--- config.mk ---
export PLATFORM = sky130hd
export DESIGN_NAME = pmem_loader
export DESIGN_NICKNAME = d
export VERILOG_FILES = /design/src/rtl/pmem_loader.sv
export SDC_FILE = /design/constraint.sdc
export NUM_CORES = 1
export LEC_CHECK = 0
export ABC_AREA = 1
export BUFFER_PORTS_ARGS = -buffer_cell sky130_fd_sc_hd__buf_2
export CORE_ASPECT_RATIO = 1.5
export CORE_MARGIN = 2
export CORE_UTILIZATION = 57
export DETAILED_ROUTE_END_ITERATION = 12
export GPL_ROUTABILITY_DRIVEN = 0
export MAX_ROUTING_LAYER = met4
export PLACE_DENSITY = 0.81
export SETUP_SLACK_MARGIN = 0.2
export SYNTH_ARGS = -nofsm -noshare
export SYNTH_HDL_FRONTEND = slang
export SYNTH_SLANG_ARGS = --single-unit
--- constraint.sdc ---
create_clock -name clock -period 2.6 [get_ports clock]
set_clock_uncertainty 0.05 [all_clocks]
set_input_delay 0.52 -clock clock [delete_from_list [all_inputs] [get_ports clock]]
set_output_delay 0.52 -clock clock [all_outputs]
set_load 0.02 [all_outputs]
--- src/rtl/pmem_loader.sv ---
// Program loader: turns a stream of source characters into 3-bit opcodes written
// sequentially into program memory, then releases the core once brackets balance.
module pmem_loader #(
  parameter int ADDR_W  = 16,
  parameter int MAX_LEN = 65536,
  parameter int NEST_W  = 8
) (
  input  logic              clock,
  input  logic              reset,
  input  logic              in_valid,
  input  logic [7:0]        in_data,
  output logic              in_ready,
  output logic              pmem_we,
  output logic [ADDR_W-1:0] pmem_addr,
  output logic [2:0]        pmem_data,
  output logic              core_run,
  output logic [ADDR_W:0]   prog_len,
  output logic              error,
  output logic [1:0]        err_code
);

  localparam logic [1:0]        S_LOAD       = 2'd0;
  localparam logic [1:0]        S_DONE       = 2'd1;
  localparam logic [1:0]        S_ERROR      = 2'd2;
  localparam logic [7:0]        LP_EOT       = 8'h04;
  localparam logic [ADDR_W:0]   LP_MAX_LEN   = (ADDR_W+1)'(MAX_LEN);
  localparam logic [ADDR_W:0]   LP_LEN_ONE   = (ADDR_W+1)'(1);
  localparam logic [NEST_W-1:0] LP_MAX_DEPTH = '1;
  localparam logic [NEST_W-1:0] LP_DEPTH_ONE = NEST_W'(1);
  localparam logic [2:0]        OP_OPEN      = 3'd4;
  localparam logic [2:0]        OP_CLOSE     = 3'd5;

  logic [1:0]        r_state;
  logic              r_we;
  logic [ADDR_W-1:0] r_addr;
  logic [2:0]        r_data;
  logic              r_core_run;
  logic [ADDR_W:0]   r_len;
  logic              r_error;
  logic [1:0]        r_err_code;
  logic [NEST_W-1:0] r_depth;

  logic              w_xfer;
  logic              w_is_op;
  logic [2:0]        w_opc;
  logic              w_err;
  logic [1:0]        w_err_code;

  assign w_xfer = in_valid && (r_state == S_LOAD);

  always_comb begin
    w_is_op = 1'b1;
    w_opc   = 3'd0;
    case (in_data)
      8'h2B:   w_opc = 3'd0;
      8'h2D:   w_opc = 3'd1;
      8'h3E:   w_opc = 3'd2;
      8'h3C:   w_opc = 3'd3;
      8'h5B:   w_opc = 3'd4;
      8'h5D:   w_opc = 3'd5;
      8'h2E:   w_opc = 3'd6;
      8'h2C:   w_opc = 3'd7;
      default: w_is_op = 1'b0;
    endcase
  end

  // Error causes are prioritised: memory full beats bracket problems.
  always_comb begin
    w_err      = 1'b0;
    w_err_code = 2'd0;
    if (r_len == LP_MAX_LEN) begin
      w_err      = 1'b1;
      w_err_code = 2'd1;
    end else if ((w_opc == OP_CLOSE) && (r_depth == '0)) begin
      w_err      = 1'b1;
      w_err_code = 2'd2;
    end else if ((w_opc == OP_OPEN) && (r_depth == LP_MAX_DEPTH)) begin
      w_err      = 1'b1;
      w_err_code = 2'd3;
    end
  end

  always_ff @(posedge clock) begin
    if (reset) begin
      r_state    <= S_LOAD;
      r_we       <= 1'b0;
      r_addr     <= '0;
      r_data     <= 3'd0;
      r_core_run <= 1'b0;
      r_len      <= '0;
      r_error    <= 1'b0;
      r_err_code <= 2'd0;
      r_depth    <= '0;
    end else begin
      r_we <= 1'b0;
      if (w_xfer) begin
        if (in_data == LP_EOT) begin
          if (r_depth == '0) begin
            r_state    <= S_DONE;
            r_core_run <= 1'b1;
          end else begin
            r_state    <= S_ERROR;
            r_error    <= 1'b1;
            r_err_code <= 2'd2;
          end
        end else if (w_is_op) begin
          if (w_err) begin
            r_state    <= S_ERROR;
            r_error    <= 1'b1;
            r_err_code <= w_err_code;
          end else begin
            // r_len < MAX_LEN <= 2**ADDR_W here, so the low bits are the address.
            r_we   <= 1'b1;
            r_addr <= r_len[ADDR_W-1:0];
            r_data <= w_opc;
            r_len  <= r_len + LP_LEN_ONE;
            if (w_opc == OP_OPEN) begin
              r_depth <= r_depth + LP_DEPTH_ONE;
            end else if (w_opc == OP_CLOSE) begin
              r_depth <= r_depth - LP_DEPTH_ONE;
            end
          end
        end
      end
    end
  end

  assign in_ready  = (r_state == S_LOAD);
  assign pmem_we   = r_we;
  assign pmem_addr = r_addr;
  assign pmem_data = r_data;
  assign core_run  = r_core_run;
  assign prog_len  = r_len;
  assign error     = r_error;
  assign err_code  = r_err_code;

endmodule
=== Word level (Yosys, flattened, before mapping) ===
Index checks and enable logic that the tools add are counted.

* Flip-flop bits (word level): 51
* Output and inout port bits: 42
* Input port bits: 11

* Add/sub/neg operators: 3
* Bitwise logic cells: 4
* Reduce and logical (&&, ||, !) cells: 15
* Equality and inequality tests: 14
* Muxes and demuxes: 23

{| class="wikitable"
|+ Operators with widths
! kind !! number
|-
| equality test 8 x 6 -> 1 bit, second input constant || 6
|-
| 2-to-1 mux 2 bit || 11
|-
| case mux 3 bit (7 select lines) || 1
|-
| adder 17 x 1 -> 17 bit, second input constant || 1
|-
| equality test 17 bit, second input constant || 1
|-
| equality test 8 x 7 -> 1 bit, second input constant || 2
|-
| 2-to-1 mux 8 bit || 2
|-
| 2-to-1 mux 1 bit || 9
|-
| adder 8 x 1 -> 8 bit, second input constant || 1
|-
| equality test 8 x 3 -> 1 bit, second input constant || 1
|-
| equality test 8 bit, second input constant || 1
|-
| logical NOT 8 bit || 1
|-
| AND reduction 4 bit || 2
|-
| OR reduction 8 bit || 1
|-
| subtractor 8 x 1 -> 8 bit, second input constant || 1
|-
| equality test 3 bit, second input constant || 2
|-
| AND reduction 3 bit || 2
|-
| nonzero test 2 bit || 3
|-
| AND reduction 5 bit || 1
|-
| inverter 1 bit || 4
|-
| OR reduction 4 bit || 1
|-
| logical AND 1 bit || 3
|-
| logical NOT 2 bit || 1
|-
| != test 2 bit, second input constant || 1
|}

=== Longest topological paths before layout ===
* Depth after elaboration: 10
* Gate-level depth with buffers: 15
* Gate-level depth less buffers: 15

=== Worst setup path after synthesis ===
OpenSTA, ideal clock, no wires.

* Path kind: input to register
* Start point: input port in_data[7]
* End point: register r_depth[7]
* Data arrival time: 1.870 ns
* Slack: 0.547 ns
* Stages on the path: 13
* Data required time: 2.418 ns
* Path through: inv_1 -> nand2_1 -> nor2_1 -> nand2_2 -> ha_1 -> nand2_1 -> nand3_1 -> a21oi_1 -> inv_1 -> nand2_1 -> nand2_1 -> nand3_1 -> a21oi_1

* Cells in the longest elaborated chain, start to end: 9
* Elaborated cells on any way between the ends: 24
* Those cells by class: 11 x eq/ne; 6 x mux; 2 x bitwise; 5 x reduce/logical

{| class="wikitable"
|+ Ends and longest elaborated chain
! element !! RTL line !! source
|-
| start: declaration || 11 || <nowiki>input logic [7:0] in_data,</nowiki>
|-
| equality test 8 x 6 -> 1 bit / equality test 8 x 7 -> 1 bit (equally long branches) || 54 || <nowiki>case (in_data)</nowiki>
|-
| case mux 3 bit (7 select lines) || 54 ||
|-
| equality test 3 bit || 77, 117 ||
|-
| logical AND 1 bit || 77 || <nowiki>end else if ((w_opc == OP_OPEN) && (r_depth == LP_MAX_DEPTH)) begin</nowiki>
|-
| 2-to-1 mux 1 bit || 77 ||
|-
| 2-to-1 mux 1 bit || 74 || <nowiki>end else if ((w_opc == OP_CLOSE) && (r_depth == '0)) begin</nowiki>
|-
| 2-to-1 mux 1 bit || 71 || <nowiki>if (r_len == LP_MAX_LEN) begin</nowiki>
|-
| inverter 1 bit (no line) || -- ||
|-
| AND reduction 5 bit (no line) || -- ||
|-
| end signal: assignment || 118 || <nowiki>r_depth <= r_depth + LP_DEPTH_ONE;</nowiki>
|-
| end signal: assignment || 120 || <nowiki>r_depth <= r_depth - LP_DEPTH_ONE;</nowiki>
|-
| end: declaration || 41 || <nowiki>logic [NEST_W-1:0] r_depth;</nowiki>
|}

Several ways; a longest one is shown, not always the timed one.
A chain may end at the register's enable or synchronous reset.

=== Worst setup path in the final report ===
* Start point: register r_len[0] (netlist: prog_len[0])
* End point: register r_addr[12] (netlist: pmem_addr[12])

* Cells in the longest elaborated chain, start to end: 4

{| class="wikitable"
|+ Ends and longest elaborated chain
! element !! RTL line !! source
|-
| start: declaration || 38 || <nowiki>logic [ADDR_W:0] r_len;</nowiki>
|-
| start signal: assignment || 116 || <nowiki>r_len <= r_len + LP_LEN_ONE;</nowiki>
|-
| equality test 17 bit || 71 ||
|-
| 2-to-1 mux 1 bit || 71 ||
|-
| inverter 1 bit (no line) || -- ||
|-
| AND reduction 4 bit (no line) || -- ||
|-
| end signal: assignment || 114 || <nowiki>r_addr <= r_len[ADDR_W-1:0];</nowiki>
|-
| end: declaration || 35 || <nowiki>logic [ADDR_W-1:0] r_addr;</nowiki>
|}

Every way passes these cells.

==> flow_summary.yaml <==
global_route:
  overflow: 0
  grt_pass1_wl_um: 12900
  grt_max_degree: 36
  antenna_found_initial: 0
  grt_pass1_vias: 2968
  track_usage_pct: 27.2
die:
  fp-row-count: 33
  pin_count: 53
  initial_core_util_pct: 58.7
  core_um2: 5410
  die_x_um: 65.0
  die_h_um: 95.4
  dieArea_um2: 6200
worst_setup_path:
  worstPathArrival_ns: 2.33
  worst_setup_path_start_kind: "flip-flop"
  critPathMaxFanout: 35
  critPathKind: "flip-flop to flip-flop"
  worstPathRequired_ns: 2.76
  end_kind: "flip-flop"
synthesis:
  syn_avg_cell_area_um2: 6.38
  synth_cells: 498
  synthArstFlopShare_pct: 0
  yosys.area.top_type: "dfxtp_1"
  ys_warn_count: 0
  synthFlopType: "dfxtp_1"
  syn_area_um2: 3180
  syn-num-nets: 518
  ys_seq_area_share_pct: 32.1
  synth_edf_count: 0
  synth_top_cell_area_share_pct: 32.1
  ys_top_cells_by_area: "dfxtp_1 32%, nand2_1 15%, nor2_1 10%"
  synth_seq_cells: 51
  yosysUniqueCellTypes: 33
sta:
  hold_viol: 0
  setup_viol: 0
  rsz0062_at_grt: "false"
  fmax_ghz: 0.461
  finalCritPeriodShare_pct: 83.4
  slew_viol_final: 0
  slew_headroom_pct: 55.7
  worstMarginPinSlew_ns: 0.664
  fin_ws_ns: 0.432
  finalCriticalPeriod_ns: 2.17
  finalSetupTns_ns: 0
routing:
  routed_via_density: 5.27
  wire_per_inst_um: 12.5
  ant_nets: 0
  routed_wl_um: 7720
  drtIter0Drc: 294
  vias: 3252
  dr.pass1.iters: 5
  drc: 0
power:
  power_density_nw_per_um2: 409
  power_mw: 1.46
  ir_drop_v: 0.000203
  total_leakage_power_nw: 1.74
clocking:
  cts_resized: 0
  cts-root-buf: "clkbuf_8"
  ctsHoldBuffers: 0
  clk_path_buf_depth: 2
  clock-sinks: 51
  numCtsBuffers: 5
  clk_pin_slew_ns: 0.09
  cts_max_level: 2
  cts_tree: "done"
  clock_latency_ns: 0.31
  post_cts_buffers: 0
outcome:
  outcome: "finished, final reports clean"
placement:
  place_inst: 609
  portBuffers: 52
  dp_hpwl_um: 5960
  place_ws_ns: 0.197
  dpl_cell_area_um2: 3460
layout:
  seq_area_um2: 1020
  fillCellCount: 517
  final_cell_mix: "125 x nand2_1, 85 x nor2_1, 60 x inv_1, 54 x nand3_1, 52 x buf_2"
  layout_commonest_cell: "nand2_1"
  fin_area_um2: 3580
  antennaDiodeCount: 0
  syn_to_final_growth_pct: 12.7
  layout.nets: 566
  multi_input_area_um2: 1820
  instances_no_fill: 617
  layout-drive-gt1-share_pct: 14.4
min_path:
  hold_class: "flip-flop to flip-flop"
job:
  cap_violations: 0
==> power by group <==
part	switching (mW)	total (mW)	internal [mW]
logic	0.0662	0.0974	0.0312
registers	0.00335	0.789	0.786
clock network	0.265	0.577	0.312
==> state kept, by name (all words and copies together) (netlist names) <==
register and flops:
core_run 1, pmem_addr 16, r_state 2, pmem_we 1, prog_len 17, err_code 2, r_depth 8, pmem_data 3
error 1
==> logic make-up after synthesis <==
family	after synthesis	synth area share (%)
adder cells (fa/ha/maj)	9	3.78
flip-flops	51	32.1
XOR/XNOR	16	4.41
AND/OR/NAND/NOR	295	40.6
buffers and inverters	76	10.5
AO/OA/AOI/OAI	51	8.51
==> metrics by stage <==
stage | hold slack (ns) | util (%)
3_3_place_gp | 0.387 | 64.0
4_1_cts | 0.404 | 66.2
5_1_grt | 0.425 | 66.2
3_5_place_dp | 0.389 | 64.0
6_report | 0.398 | 66.2
2_1_floorplan | 0.380 | -
==> area by class of cell <==
type,instances,area share [%]
repair buffers,56,8.46
multi-input cells,371,50.9
inverters,61,6.40
clock inverters,2,0.979
clock buffers,6,2.31
well taps,70,2.45
flip-flops and latches,51,28.5
==> per-layer routing <==
metal	track usage (%)	wire (um)	part of all wire, %
met1	27.1	2900	38
met2	50.4	4190	54
met3	2.72	247	3.2
met4	16.7	388	5.0
met5	-	0	0
==> cell usage after synthesis (5+ instances only) <==
cell type / count
ha_1: 8
inv_1: 60
xor2_1: 15
a21oi_1: 31
nand3_1: 54
o21ai_0: 13
dfxtp_1: 51
nor3_1: 8
nand4_1: 8
buf_6: 5
nor2_1: 85
nand2_1: 125
==> critical path, stage by stage, from the launching register on <==
cell,delay [ns]
dfxtp_1,0.41
inv_1,0.09
ha_1,0.24
nand2_1,0.08
inv_1,0.05
nand3_1,0.06
nor2_1,0.04
nand2_1,0.15
nand4_4,0.24
nor2_8,0.42
nand2_1,0.10
nand2_1,0.08
nor2_1,0.05
==> final timing paths <==
check | from | end | slack, ns | cells past startpoint
worst max-delay path | prog_len[0] | pmem_addr[12] | 0.43 | 12
worst min-delay path | core_run | core_run | 0.40 | 2
worst max register to register | prog_len[0] | pmem_addr[12] | 0.43 | 12
worst min register to register | core_run | core_run | 0.40 | 2
(Power assumes the default switching activity.)
